File: config.mk
export PLATFORM = sky130hd
export DESIGN_NAME = ps2_key_tracker
export DESIGN_NICKNAME = d
export VERILOG_FILES = /design/src/rtl/ps2_key_tracker.sv
export SDC_FILE = /design/constraint.sdc
export NUM_CORES = 1
export LEC_CHECK = 0
export CELL_PAD_IN_SITES_DETAIL_PLACEMENT = 0
export CELL_PAD_IN_SITES_GLOBAL_PLACEMENT = 1
export CORE_MARGIN = 2
export CORE_UTILIZATION = 40
export CTS_BUF_LIST = sky130_fd_sc_hd__clkbuf_16
export CTS_CLUSTER_DIAMETER = 100
export CTS_CLUSTER_SIZE = 24
export DETAILED_ROUTE_END_ITERATION = 6
export PLACE_DENSITY = 0.8
export SYNTH_ARGS = -nofsm -noshare
export SYNTH_HDL_FRONTEND = slang
export SYNTH_SLANG_ARGS = --single-unit
File: constraint.sdc
create_clock -name clk -period 3.9 [get_ports clk]
set_input_delay 0.78 -clock clk [delete_from_list [all_inputs] [get_ports clk]]
set_output_delay 0.78 -clock clk [all_outputs]
set_load 0.005 [all_outputs]
File: src/rtl/ps2_key_tracker.sv
`default_nettype none
// ps2_key_tracker: PS/2 set-2 held/press/release tracker for a table of keys.
// Optional stuck-key watchdog enabled by defining PS2_KEY_TRACKER_WDOG_EN.
module ps2_key_tracker #(
    parameter int                    NUM_KEYS    = 4,
    parameter logic [NUM_KEYS*8-1:0] KEY_CODES   = {8'h23, 8'h1B, 8'h1C, 8'h1D},
    parameter logic [NUM_KEYS-1:0]   EXT_MASK    = '0,
    parameter int                    WDOG_CYCLES = 100_000_000
) (
    input  logic                clk,
    input  logic                reset,
    input  logic                scan_done_tick,
    input  logic [7:0]          scan_code,
    output logic [NUM_KEYS-1:0] key_held,
    output logic [NUM_KEYS-1:0] press_pulse,
    output logic [NUM_KEYS-1:0] release_pulse,
    output logic                any_held
);

    localparam logic [7:0] CODE_EXT   = 8'hE0;
    localparam logic [7:0] CODE_BRK   = 8'hF0;
    localparam logic [7:0] CODE_PAUSE = 8'hE1;
    localparam logic [7:0] CODE_BAT   = 8'hAA;
    localparam logic [7:0] CODE_ACK   = 8'hFA;
    localparam logic [7:0] CODE_RSND  = 8'hFE;

    typedef enum logic [2:0] {
        S_IDLE    = 3'd0,
        S_EXT     = 3'd1,
        S_BRK     = 3'd2,
        S_EXT_BRK = 3'd3,
        S_SKIP    = 3'd4
    } state_t;

    state_t              state;
    logic [2:0]          skip_cnt;
    logic [NUM_KEYS-1:0] match_plain;
    logic [NUM_KEYS-1:0] match_ext;
    logic [NUM_KEYS-1:0] hit;
    logic [NUM_KEYS-1:0] make_set;
    logic [NUM_KEYS-1:0] brk_clr;
    logic [NUM_KEYS-1:0] held_next;
    logic [NUM_KEYS-1:0] rel_next;
    logic                is_prefix;
    logic                is_make;
    logic                is_break;
    logic                ext;
    logic                self_test;
    logic                wdog_fire;

    genvar gi;
    generate
        for (gi = 0; gi < NUM_KEYS; gi++) begin : g_match
            assign match_plain[gi] = (scan_code == KEY_CODES[8*gi +: 8]) && !EXT_MASK[gi];
            assign match_ext[gi]   = (scan_code == KEY_CODES[8*gi +: 8]) &&  EXT_MASK[gi];
        end
    endgenerate

    always_comb begin
        is_prefix = (scan_code == CODE_EXT) || (scan_code == CODE_BRK);
        is_make   = 1'b0;
        is_break  = 1'b0;
        ext       = 1'b0;
        self_test = 1'b0;
        if (scan_done_tick) begin
            case (state)
                S_IDLE: begin
                    self_test = (scan_code == CODE_BAT);
                    is_make   = !is_prefix && (scan_code != CODE_PAUSE) && (scan_code != CODE_BAT)
                                && (scan_code != CODE_ACK) && (scan_code != CODE_RSND);
                end
                S_EXT: begin
                    is_make = !is_prefix;
                    ext     = 1'b1;
                end
                S_BRK: is_break = !is_prefix;
                S_EXT_BRK: begin
                    is_break = !is_prefix;
                    ext      = 1'b1;
                end
                default: ;
            endcase
        end
        hit      = ext ? match_ext : match_plain;
        make_set = is_make  ? (hit & ~key_held) : '0;
        brk_clr  = is_break ? (hit &  key_held) : '0;
        // Watchdog releases with pulses; keyboard self-test clears silently.
        if (wdog_fire) begin
            held_next = '0;
            rel_next  = key_held;
        end else if (self_test) begin
            held_next = '0;
            rel_next  = '0;
        end else begin
            held_next = (key_held | make_set) & ~brk_clr;
            rel_next  = brk_clr;
        end
    end

    always_ff @(posedge clk or posedge reset) begin
        if (reset) begin
            state         <= S_IDLE;
            skip_cnt      <= '0;
            key_held      <= '0;
            press_pulse   <= '0;
            release_pulse <= '0;
            any_held      <= 1'b0;
        end else begin
            key_held      <= held_next;
            press_pulse   <= make_set;
            release_pulse <= rel_next;
            any_held      <= |held_next;
            if (wdog_fire) begin
                state <= S_IDLE;
            end else if (scan_done_tick) begin
                case (state)
                    S_IDLE: begin
                        if (scan_code == CODE_EXT) begin
                            state <= S_EXT;
                        end else if (scan_code == CODE_BRK) begin
                            state <= S_BRK;
                        end else if (scan_code == CODE_PAUSE) begin
                            state    <= S_SKIP;
                            skip_cnt <= 3'd7;
                        end
                    end
                    S_EXT: begin
                        if (scan_code == CODE_BRK)      state <= S_EXT_BRK;
                        else if (scan_code != CODE_EXT) state <= S_IDLE;
                    end
                    S_BRK: begin
                        if (scan_code == CODE_EXT)      state <= S_EXT_BRK;
                        else if (scan_code != CODE_BRK) state <= S_IDLE;
                    end
                    S_EXT_BRK: begin
                        if (!is_prefix) state <= S_IDLE;
                    end
                    S_SKIP: begin
                        skip_cnt <= skip_cnt - 3'd1;
                        if (skip_cnt == 3'd1) state <= S_IDLE;
                    end
                    default: state <= S_IDLE;
                endcase
            end
        end
    end

`ifdef PS2_KEY_TRACKER_WDOG_EN
    localparam int                WDOG_W    = $clog2(WDOG_CYCLES) + 1;
    localparam logic [WDOG_W-1:0] WDOG_LAST = WDOG_W'(WDOG_CYCLES - 1);

    logic [WDOG_W-1:0] wdog_cnt;

    // Counter parks at its terminal value; only a new byte restarts it.
    always_ff @(posedge clk or posedge reset) begin
        if (reset) begin
            wdog_cnt <= '0;
        end else if (scan_done_tick) begin
            wdog_cnt <= '0;
        end else if (wdog_cnt != WDOG_LAST) begin
            wdog_cnt <= wdog_cnt + 1'b1;
        end
    end

    assign wdog_fire = !scan_done_tick && any_held && (wdog_cnt == WDOG_LAST);
`else
    assign wdog_fire = 1'b0;
`endif

endmodule
`default_nettype wire

Word-level counts from Yosys, hierarchy flattened
Cells that the tools add are included.
- output and inout port bits: 13
- register bits after elaboration: 19
- input port bits: 11
- logic and storage cells: 80
- bitwise operators: 6
- equal/unequal tests: 27
- add/sub/neg operators: 1
- multiplexer cells: 27
- reductions and logical operators: 13
- operator list (cell ; number):
    $ne A8 B8 Y1 const B ; 6
    $mux W3 ; 12
    $eq A8 B8 Y1 const B ; 4
    $eq A8 B5 Y1 const B ; 3
    $mux W4 ; 5
    $pmux W3 S5 ; 1
    $and A4 B4 Y4 ; 3
    $ne A2 B2 Y1 const B ; 5
    $eq A8 B6 Y1 const B ; 1
    $not A4 Y4 ; 2
    $mux W1 ; 7
    $eq A3 B1 Y1 const B ; 2
    $eq A3 B2 Y1 const B ; 2
    $ne A3 B3 Y1 const B ; 2
    $pmux W3 S2 ; 1
    $reduce_and A6 Y1 ; 1
    $reduce_and A5 Y1 ; 1
    $logic_and A1 B1 Y1 ; 4
    $ne A4 B4 Y1 const B ; 1
    $or A4 B4 Y4 ; 1
    $reduce_or A2 Y1 ; 2
    $reduce_or A4 Y1 ; 1
    $eq A3 B3 Y1 const B ; 1
    $logic_not A3 Y1 ; 1
    other kinds (5) ; 5

Depth between registers and ports, before layout
Gate-level depths: netlist of run 1.
- depth in word-level cells: 14
- depth in mapped cells: 7
- mapped depth without buffers: 7

Worst setup path before layout of run 1
No wires, ideal clock.
- kind: input to register
- start: input scan_done_tick
- end: register any_held
- setup slack: 1.582 ns
- path buffers: 1
- data arrival time: 2.179 ns
- setup time: 0.139 ns
- stages: 6
- required time: 3.761 ns
- cells stage by stage: buf_4 -> and2b_2 -> o311ai_4 -> o31a_1 -> o21ba_1 -> or4_1
- cells in the longest elaborated chain, start to end: 8
- elaborated cells on any way between the ends: 14
- those cells by class: 8 x mux; 5 x bitwise; 1 x reduce/logical
- RTL lines (item ; RTL line ; source):
    start, declared ; 12 ; input logic scan_done_tick,
    $mux W1 ; 65 ; if (scan_done_tick) begin
    $mux W4 ; 84 ; hit = ext ? match_ext : match_plain;
    $and A4 B4 Y4 (on tied branches) ; 85, 86 ;
    $mux W4 (on tied branches) ; 85, 86 ;
    $or A4 B4 Y4 or $not A4 Y4 (tied branches) ; 95 ; held_next = (key_held | make_set) & ~brk_clr;
    $and A4 B4 Y4 ; 95 ;
    $mux W4 (*) ; 91 ; end else if (self_test) begin
    net held_next[1] ; 42 ; logic [NUM_KEYS-1:0] held_next;
    $reduce_or A4 Y1 (*) ; 112 ; any_held <= |held_next;
    end signal, assigned ; 112 ;
    end, declared ; 17 ; output logic any_held
The timed path passes the listed nets; every way through them passes the cells marked *.
A chain may end at the register's enable or synchronous reset.

Worst setup path after layout of run 1
- start: input scan_code[0]
- end: register any_held
- cells in the longest elaborated chain, start to end: 14
- elaborated cells on any way between the ends: 33
- those cells by class: 11 x eq/ne; 10 x mux; 5 x bitwise; 7 x reduce/logical
- RTL lines (item ; RTL line ; source):
    start, declared ; 13 ; input logic [7:0] scan_code,
    $eq A8 B8 Y1 ; 60 ; is_prefix = (scan_code == CODE_EXT) || (scan_code == CODE_BRK);
    $logic_or A1 B1 Y1 ; 60 ;
    $logic_not A1 Y1 ; - ;
    $logic_and A1 B1 Y1 (2 in series) ; 69 ; is_make = !is_prefix && (scan_code != CODE_PAUSE) && (scan_code != CODE_BAT)
    $logic_and A1 B1 Y1 (2 in series) ; 70 ; && (scan_code != CODE_ACK) && (scan_code != CODE_RSND);
    $pmux W1 S2 ; 66 ; case (state)
    $mux W1 ; 65 ;
    $mux W4 ; 85 ; make_set = is_make ? (hit & ~key_held) : '0;
    $or A4 B4 Y4 ; 95 ;
    $and A4 B4 Y4 ; 95 ;
    $mux W4 (*) ; 91 ;
    net held_next[2] ; 42 ;
    $reduce_or A4 Y1 (*) ; 112 ;
Marks and branches as above.

==> results.py, run 1 <==
metrics = {
    "sta": {
        "worst_pin_slew_ps": 702,
        "slew-limit-headroom_pct": 53.2,
        "setup_viol": 0,
        "finClkSkew_ps": 3.19,
        "fmax_mhz": 368,
        "final-max-slew-violation-count": 0,
        "hold_viol": 0,
        "fin_crit_ps": 2720,
        "final.setup.tns_ps": 0,
        "finalCritPeriodShare_pct": 69.7,
        "rsz0062_at_grt": "false",
    },
    "finish": {
        "area_growth_pct": 32.6,
        "register_area_um2": 475,
        "fillers": 227,
        "diodes": 0,
        "final_cell_area_mm2": 0.00135,
        "drive_gt1_share_pct": 11.1,
        "multi_input_area_um2": 493,
        "final_nets": 131,
    },
    "synthesis": {
        "synth-async-reset-ratio_pct": 100,
        "netlist_area_mm2": 0.00102,
        "synthCells": 92,
        "yosysWarnings": 0,
        "syn_area_per_cell_um2": 11.1,
        "synthesis.nets": 105,
        "ys_ff_latch": 19,
        "synth_edf_count": 0,
        "ys.flop_type": "dfrtp_1",
        "ys_seq_area_share_pct": 46.6,
        "synth_cell_types": 38,
    },
    "clock_network": {
        "clockBufferDepth": 2,
        "postCtsHoldBufs": 0,
        "ctsResizeCount": 0,
        "cts_setup_buffers": 0,
        "cts_root_buf": "clkbuf_16",
        "cts.clk_slew.worst_paths_ps": 50,
        "clk_latency_ps": 240,
        "htree_levels": 1,
        "cts_tree": "done",
        "clock-sinks": 19,
        "cts_made_buffers": 3,
    },
    "placed_design": {
        "place.gp.congestion": 0.792,
        "dp_hpwl_um": 1560,
        "port_buffers": 23,
        "placed_area_mm2": 0.00127,
    },
    "global_route": {
        "antenna_found_initial": 0,
        "met1_usage_pct": 20.8,
        "grt_max_degree": 20,
        "met3_usage_pct": 1.64,
        "grt_remaining_overflow": 0,
        "grtUsageTotal_pct": 15.3,
        "grt_use_met2_pct": 24.7,
        "globalRoute.busiestLayer": "met2",
        "grt_first_pass_wirelength_um": 3220,
        "grt_pass1_vias": 731,
    },
    "die": {
        "dieWidth_um": 54.5,
        "die_y_um": 54.5,
        "die_area_mm2": 0.00297,
        "core_area_mm2": 0.00245,
        "io_pins": 24,
        "row_count": 18,
        "initial_core_util_pct": 41.6,
    },
    "route": {
        "drc": 0,
        "wirelength_um": 1990,
        "drt_first_pass_iters": 3,
        "drt_iter0_markers": 10,
        "viasPerCell": 5.47,
        "routedWlPerCell_um": 13.5,
        "ant_nets": 0,
        "vias": 804,
    },
    "setup_path": {
        "crit_path_start_kind": "input port",
        "worstPathArrival_ps": 2830,
        "critical_path_class": "in2reg",
        "cp_slowest_cell": "clkdlybuf4s50_1",
        "cp.required_ps": 4010,
        "worstSetupEndpointType": "register",
        "cp_cell_sequence": "clkdlybuf4s50_1, and3b_1, nand4b_1, o21ai_0, a21oi_1, or4_1",
        "critPathMaxStageDelay_ps": 780,
        "crit_fanout": 12,
    },
    "run_status": {
        "status": "finished clean",
    },
    "power_and_ir_drop": {
        "peakVddDrop_uv": 249,
        "pwr_density_cell_mw_per_mm2": 450,
        "p_leak_nw": 0.531,
        "total_power_mw": 0.609,
    },
    "hold_path": {
        "holdCritPathClass": "reg2reg",
    },
    "flow_run": {
        "max-cap-violations": 0,
    },
}
[cells in the mapped netlist, types with 2 or more instances]
| library cell | number | area [um^2] |
|---|---|---|
| dfrtp_1 | 19 | 475 |
| inv_1 | 10 | 37.5 |
| a21oi_1 | 6 | 30.0 |
| nor2_1 | 5 | 18.8 |
| a31oi_1 | 3 | 18.8 |
| nand4b_1 | 3 | 26.3 |
| nor3_1 | 3 | 15.0 |
| o21ai_0 | 3 | 15.0 |
| a41oi_1 | 2 | 17.5 |
| buf_4 | 2 | 15.0 |
| ha_1 | 2 | 25.0 |
| nand2b_1 | 2 | 12.5 |
| nand3_1 | 2 | 10.0 |
| nand4_1 | 2 | 12.5 |
| nor3b_2 | 2 | 25.0 |
| nor4_1 | 2 | 12.5 |
| o311ai_4 | 2 | 52.6 |
| or3_1 | 2 | 12.5 |
[per-layer routing]
layer | vias to the layer above | share of wire (%)
met2 | 19 | 45
met5 | - | 0
met1 | 385 | 51
li1 | 398 | -
met4 | 0 | 0.96
met3 | 2 | 3.1
[through the flow]
stage          instances  hold slack (ps)  util, %  setup WS, ps
6_report             147              445     55.1          1180
5_1_grt              147              483     55.1          1040
4_1_cts              147              448     55.1          1180
3_5_place_dp         143              442     51.9           943
3_3_place_gp         143              439     51.9          1010
2_1_floorplan         92              446        -          1580
[layout by cell type, fill, tap and decap left out, types with 2 or more instances in the layout]
cell,count
a21oi_1,6
a31oi_1,3
a41oi_1,2
clkbuf_16,3
clkdlybuf4s50_1,23
dfrtp_1,19
ha_1,2
inv_1,10
nand2b_1,2
nand3_1,2
nand4_1,2
nand4b_1,3
nor2_1,5
nor3_1,3
nor3b_2,2
nor4_1,2
o21ai_0,3
o311ai_4,2
or3_1,2
[flip-flops by register name, indices dropped and copies added (netlist names)]
| signal | count |
|---|---|
| key_held | 4 |
| any_held | 1 |
| state | 3 |
| release_pulse | 4 |
| skip_cnt | 3 |
| press_pulse | 4 |
[power by group]
| group | switching [mW] | internal [mW] |
|---|---|---|
| Sequential | 0.0319 | 0.225 |
| Clock | 0.0657 | 0.137 |
| Combinational | 0.0776 | 0.0723 |
[worst paths after layout]
| kind | start | slack (ps) | depth (start not counted) | endpoint |
|---|---|---|---|---|
| hold / removal | key_held[3] | 440 | 1 | press_pulse[3] |
| hold reg to reg | key_held[3] | 440 | 1 | press_pulse[3] |
| setup reg to reg | state[2] | 1840 | 5 | any_held |
| max in group asynchronous | reset | 2500 | 2 | key_held[3] |
| min in group asynchronous | reset | 950 | 2 | skip_cnt[1] |
| setup / recovery | scan_code[0] | 1180 | 6 | any_held |
[critical path, delay by kind of cell]
family | cells | cell delay (ps)
AND/OR/NAND/NOR | 3 | 950
buffers and inverters | 1 | 780
AO/OA/AOI/OAI | 2 | 310
[kinds of logic after synthesis]
family                   after synthesis  share of synthesized area, %
AO/OA/AOI/OAI                         22                          18.4
XOR/XNOR                               1                         0.858
adder cells (fa/ha/maj)                2                          2.45
buffers and inverters                 12                          5.15
flip-flops                            19                          46.6
AND/OR/NAND/NOR                       36                          26.6
[area by class of cell]
type                            instances  share of cell area, %
Multi-Input combinational cell         61                   36.4
Sequential cell                        19                   35.1
Clock buffer                            3                   5.55
Clock inverter                          1                  0.370
Timing Repair Buffer                   23                   17.0
Tap cell                               30                   2.77
Inverter                               10                   2.77
Power figures use the tool's default switching activity.
==> inputs of run 2 (changes only) <==
--- a/config.mk
+++ b/config.mk
@@ -8,12 +8,12 @@
 export CELL_PAD_IN_SITES_DETAIL_PLACEMENT = 0
 export CELL_PAD_IN_SITES_GLOBAL_PLACEMENT = 1
 export CORE_MARGIN = 2
-export CORE_UTILIZATION = 40
+export CORE_UTILIZATION = 37
 export CTS_BUF_LIST = sky130_fd_sc_hd__clkbuf_16
 export CTS_CLUSTER_DIAMETER = 100
 export CTS_CLUSTER_SIZE = 24
 export DETAILED_ROUTE_END_ITERATION = 6
-export PLACE_DENSITY = 0.8
+export PLACE_DENSITY = 0.75
 export SYNTH_ARGS = -nofsm -noshare
 export SYNTH_HDL_FRONTEND = slang
 export SYNTH_SLANG_ARGS = --single-unit
==> constraint.sdc (replaced) <==
create_clock -name clk -period 2.63 [get_ports clk]
set_input_delay 0.526 -clock clk [delete_from_list [all_inputs] [get_ports clk]]
set_output_delay 0.526 -clock clk [all_outputs]
set_load 0.005 [all_outputs]
==> run 2 against run 1 <==
  * Worst hold slack better by 1.3 ps
  * Register-to-register slack worse by 1300 ps
  * Clock power is 56% higher
  * Routed wire length grew 5.5%
  * Critical endpoint unchanged
  * Highest routed layer unchanged
==> results.py, run 2 (synthesis gave the netlist of run 1 again) <==
metrics = {
    "power_and_ir_drop": {
        "p_leak_nw": 0.567,
        "clkPwrFrac_pct": 34.3,
        "peakVddDrop_uv": 367,
        "pwr_density_cell_mw_per_mm2": 652,
        "cell_internal_pwr_mw": 0.655,
        "seq_power_share_pct": 40.7,
        "power_frac_comb_pct": 25.0,
        "switching_share_pct": 29.1,
        "p_sw_mw": 0.269,
    },
    "clock_network": {
        "clockBufferDepth": 2,
        "clk_latency_ps": 250,
        "clock-sinks": 19,
        "ctsResizeCount": 0,
        "cts_root_buf": "clkbuf_16",
        "cts_setup_buffers": 0,
        "cts.clk_slew.worst_paths_ps": 50,
        "cts_made_buffers": 3,
        "postCtsHoldBufs": 0,
        "cts_tree": "done",
        "htree_levels": 1,
    },
    "die": {
        "io_pins": 24,
        "die_area_mm2": 0.00320,
        "die_y_um": 56.5,
        "initial_core_util_pct": 38.0,
        "core_area_mm2": 0.00269,
        "row_count": 19,
        "dieWidth_um": 56.5,
    },
    "finish": {
        "final_nets": 139,
        "final_cells": 156,
        "final_common_cell": "clkdlybuf4s50_1",
        "drive_gt1_share_pct": 16.8,
        "area_growth_pct": 38.8,
        "post-route-util_pct": 52.8,
        "layout_common_cells": "clkdlybuf4s50_1, dfrtp_1, inv_1",
        "reg_top3": "key_held x4, press_pulse x4, release_pulse x4",
        "diodes": 0,
    },
    "route": {
        "drc": 0,
        "viasPerCell": 5.34,
        "drt_first_pass_iters": 4,
        "drt_iter0_markers": 19,
        "wirelength_um": 2100,
        "routedWlPerCell_um": 13.4,
        "vias": 833,
        "ant_nets": 0,
    },
    "hold_path": {
        "worstHoldStart": "key_held[3]",
        "holdCritPathClass": "reg2reg",
        "whs_path_depth": 1,
        "min_to": "press_pulse[3]",
    },
    "global_route": {
        "grt_first_pass_wirelength_um": 3810,
        "antenna_found_initial": 0,
        "grt_max_degree": 20,
        "grt_pass1_vias": 849,
        "grt_remaining_overflow": 0,
        "grtUsageTotal_pct": 15.5,
    },
    "setup_path": {
        "crit_fanout": 5,
        "cp_slowest_cell": "clkdlybuf4s50_1",
        "critPathMaxStageDelay_ps": 500,
        "worstSetupEndpointType": "register",
        "reg2reg_to": "any_held",
        "critical_path_class": "in2reg",
        "worst-path-buf-inv": 1,
        "reg2reg_depth": 5,
        "r2r-start": "state[1]",
        "cp.required_ps": 2750,
        "crit_path_start_kind": "input port",
        "worstPathArrival_ps": 2500,
        "path_delay_family": "simple AND/OR/NAND/NOR gates",
        "cp_cell_sequence": "clkdlybuf4s50_1, and4bb_2, nand3_1, o31a_1, o21ba_1, or4_1",
        "regToRegSetupSlack_ps": 590,
    },
    "sta": {
        "finalCritPeriodShare_pct": 90.4,
        "setup_viol": 0,
        "finClkSkew_ps": 1.19,
        "slew-limit-headroom_pct": 52.1,
        "final-max-slew-violation-count": 0,
        "final.setup.tns_ps": 0,
        "rsz0062_at_grt": "false",
        "worst_pin_slew_ps": 717,
        "fin_crit_ps": 2380,
        "hold_viol": 0,
        "fmax_mhz": 421,
    },
    "run_status": {
        "status": "finished clean",
    },
    "placed_design": {
        "dp_cells": 152,
        "port_buffers": 23,
        "dp_hpwl_um": 1670,
        "place.gp.congestion": 0.815,
    },
    "flow_run": {
        "max-cap-violations": 0,
    },
}
-- run 2: changes by cell type in the layout (fill, tap and decap cells not counted) --
cell | previous run | this run
clkinvlp_4 | 0 | 1
clkinv_2 | 1 | 0
buf_4 | 0 | 8
-- run 2: power groups by stage --
stage | clock network [mW] | logic [mW] | registers (mW)
3_5_place_dp | 0 | 0.235 | 0.381
5_1_grt | 0.345 | 0.263 | 0.385
2_1_floorplan | 0 | 0.154 | 0.373
6_report | 0.317 | 0.231 | 0.376
3_3_place_gp | 0 | 0.228 | 0.382
4_1_cts | 0.328 | 0.236 | 0.376
-- run 2: area by class of cell --
cell class                 count  area (um^2)
fill                         245         1270
multi-input combinational     61          493
sequential                    19          475
timing repair buffer          31          290
clock buffer                   3         75.1
tap                           31         38.8
inverter                      10         37.5
clock inverter                 1         7.51
-- run 2: per-stage QoR --
step	power [mW]	worst slack (ps)	cell area [um^2]	hold WS (ps)
after floorplan	0.527	566	1020	446
after global placement	0.610	50.3	1340	435
after detailed placement	0.616	-6.19	1340	441
after CTS	0.940	266	1420	449
after global routing	0.993	147	1420	486
final	0.924	253	1420	446
-- run 2: per-layer routing --
layer	wire, um	vias up	track usage [%]
met2	925	24	23.1
li1	-	415	-
met1	1020	389	20.2
met3	86	5	3.00
met4	63	0	10.5
met5	0	-	0
-- run 2: how the worst max path moves through the flow --
stage                               from       end  slack, ps  depth (start not counted)
final                       scan_code[7]  any_held        250                          6
after global routing        scan_code[2]  any_held        150                          6
after CTS                   scan_code[7]  any_held        270                          6
after detailed placement    scan_code[7]  any_held         -6                          6
after global placement      scan_code[7]  any_held         50                          6
after floorplan           scan_done_tick  any_held        570                          6
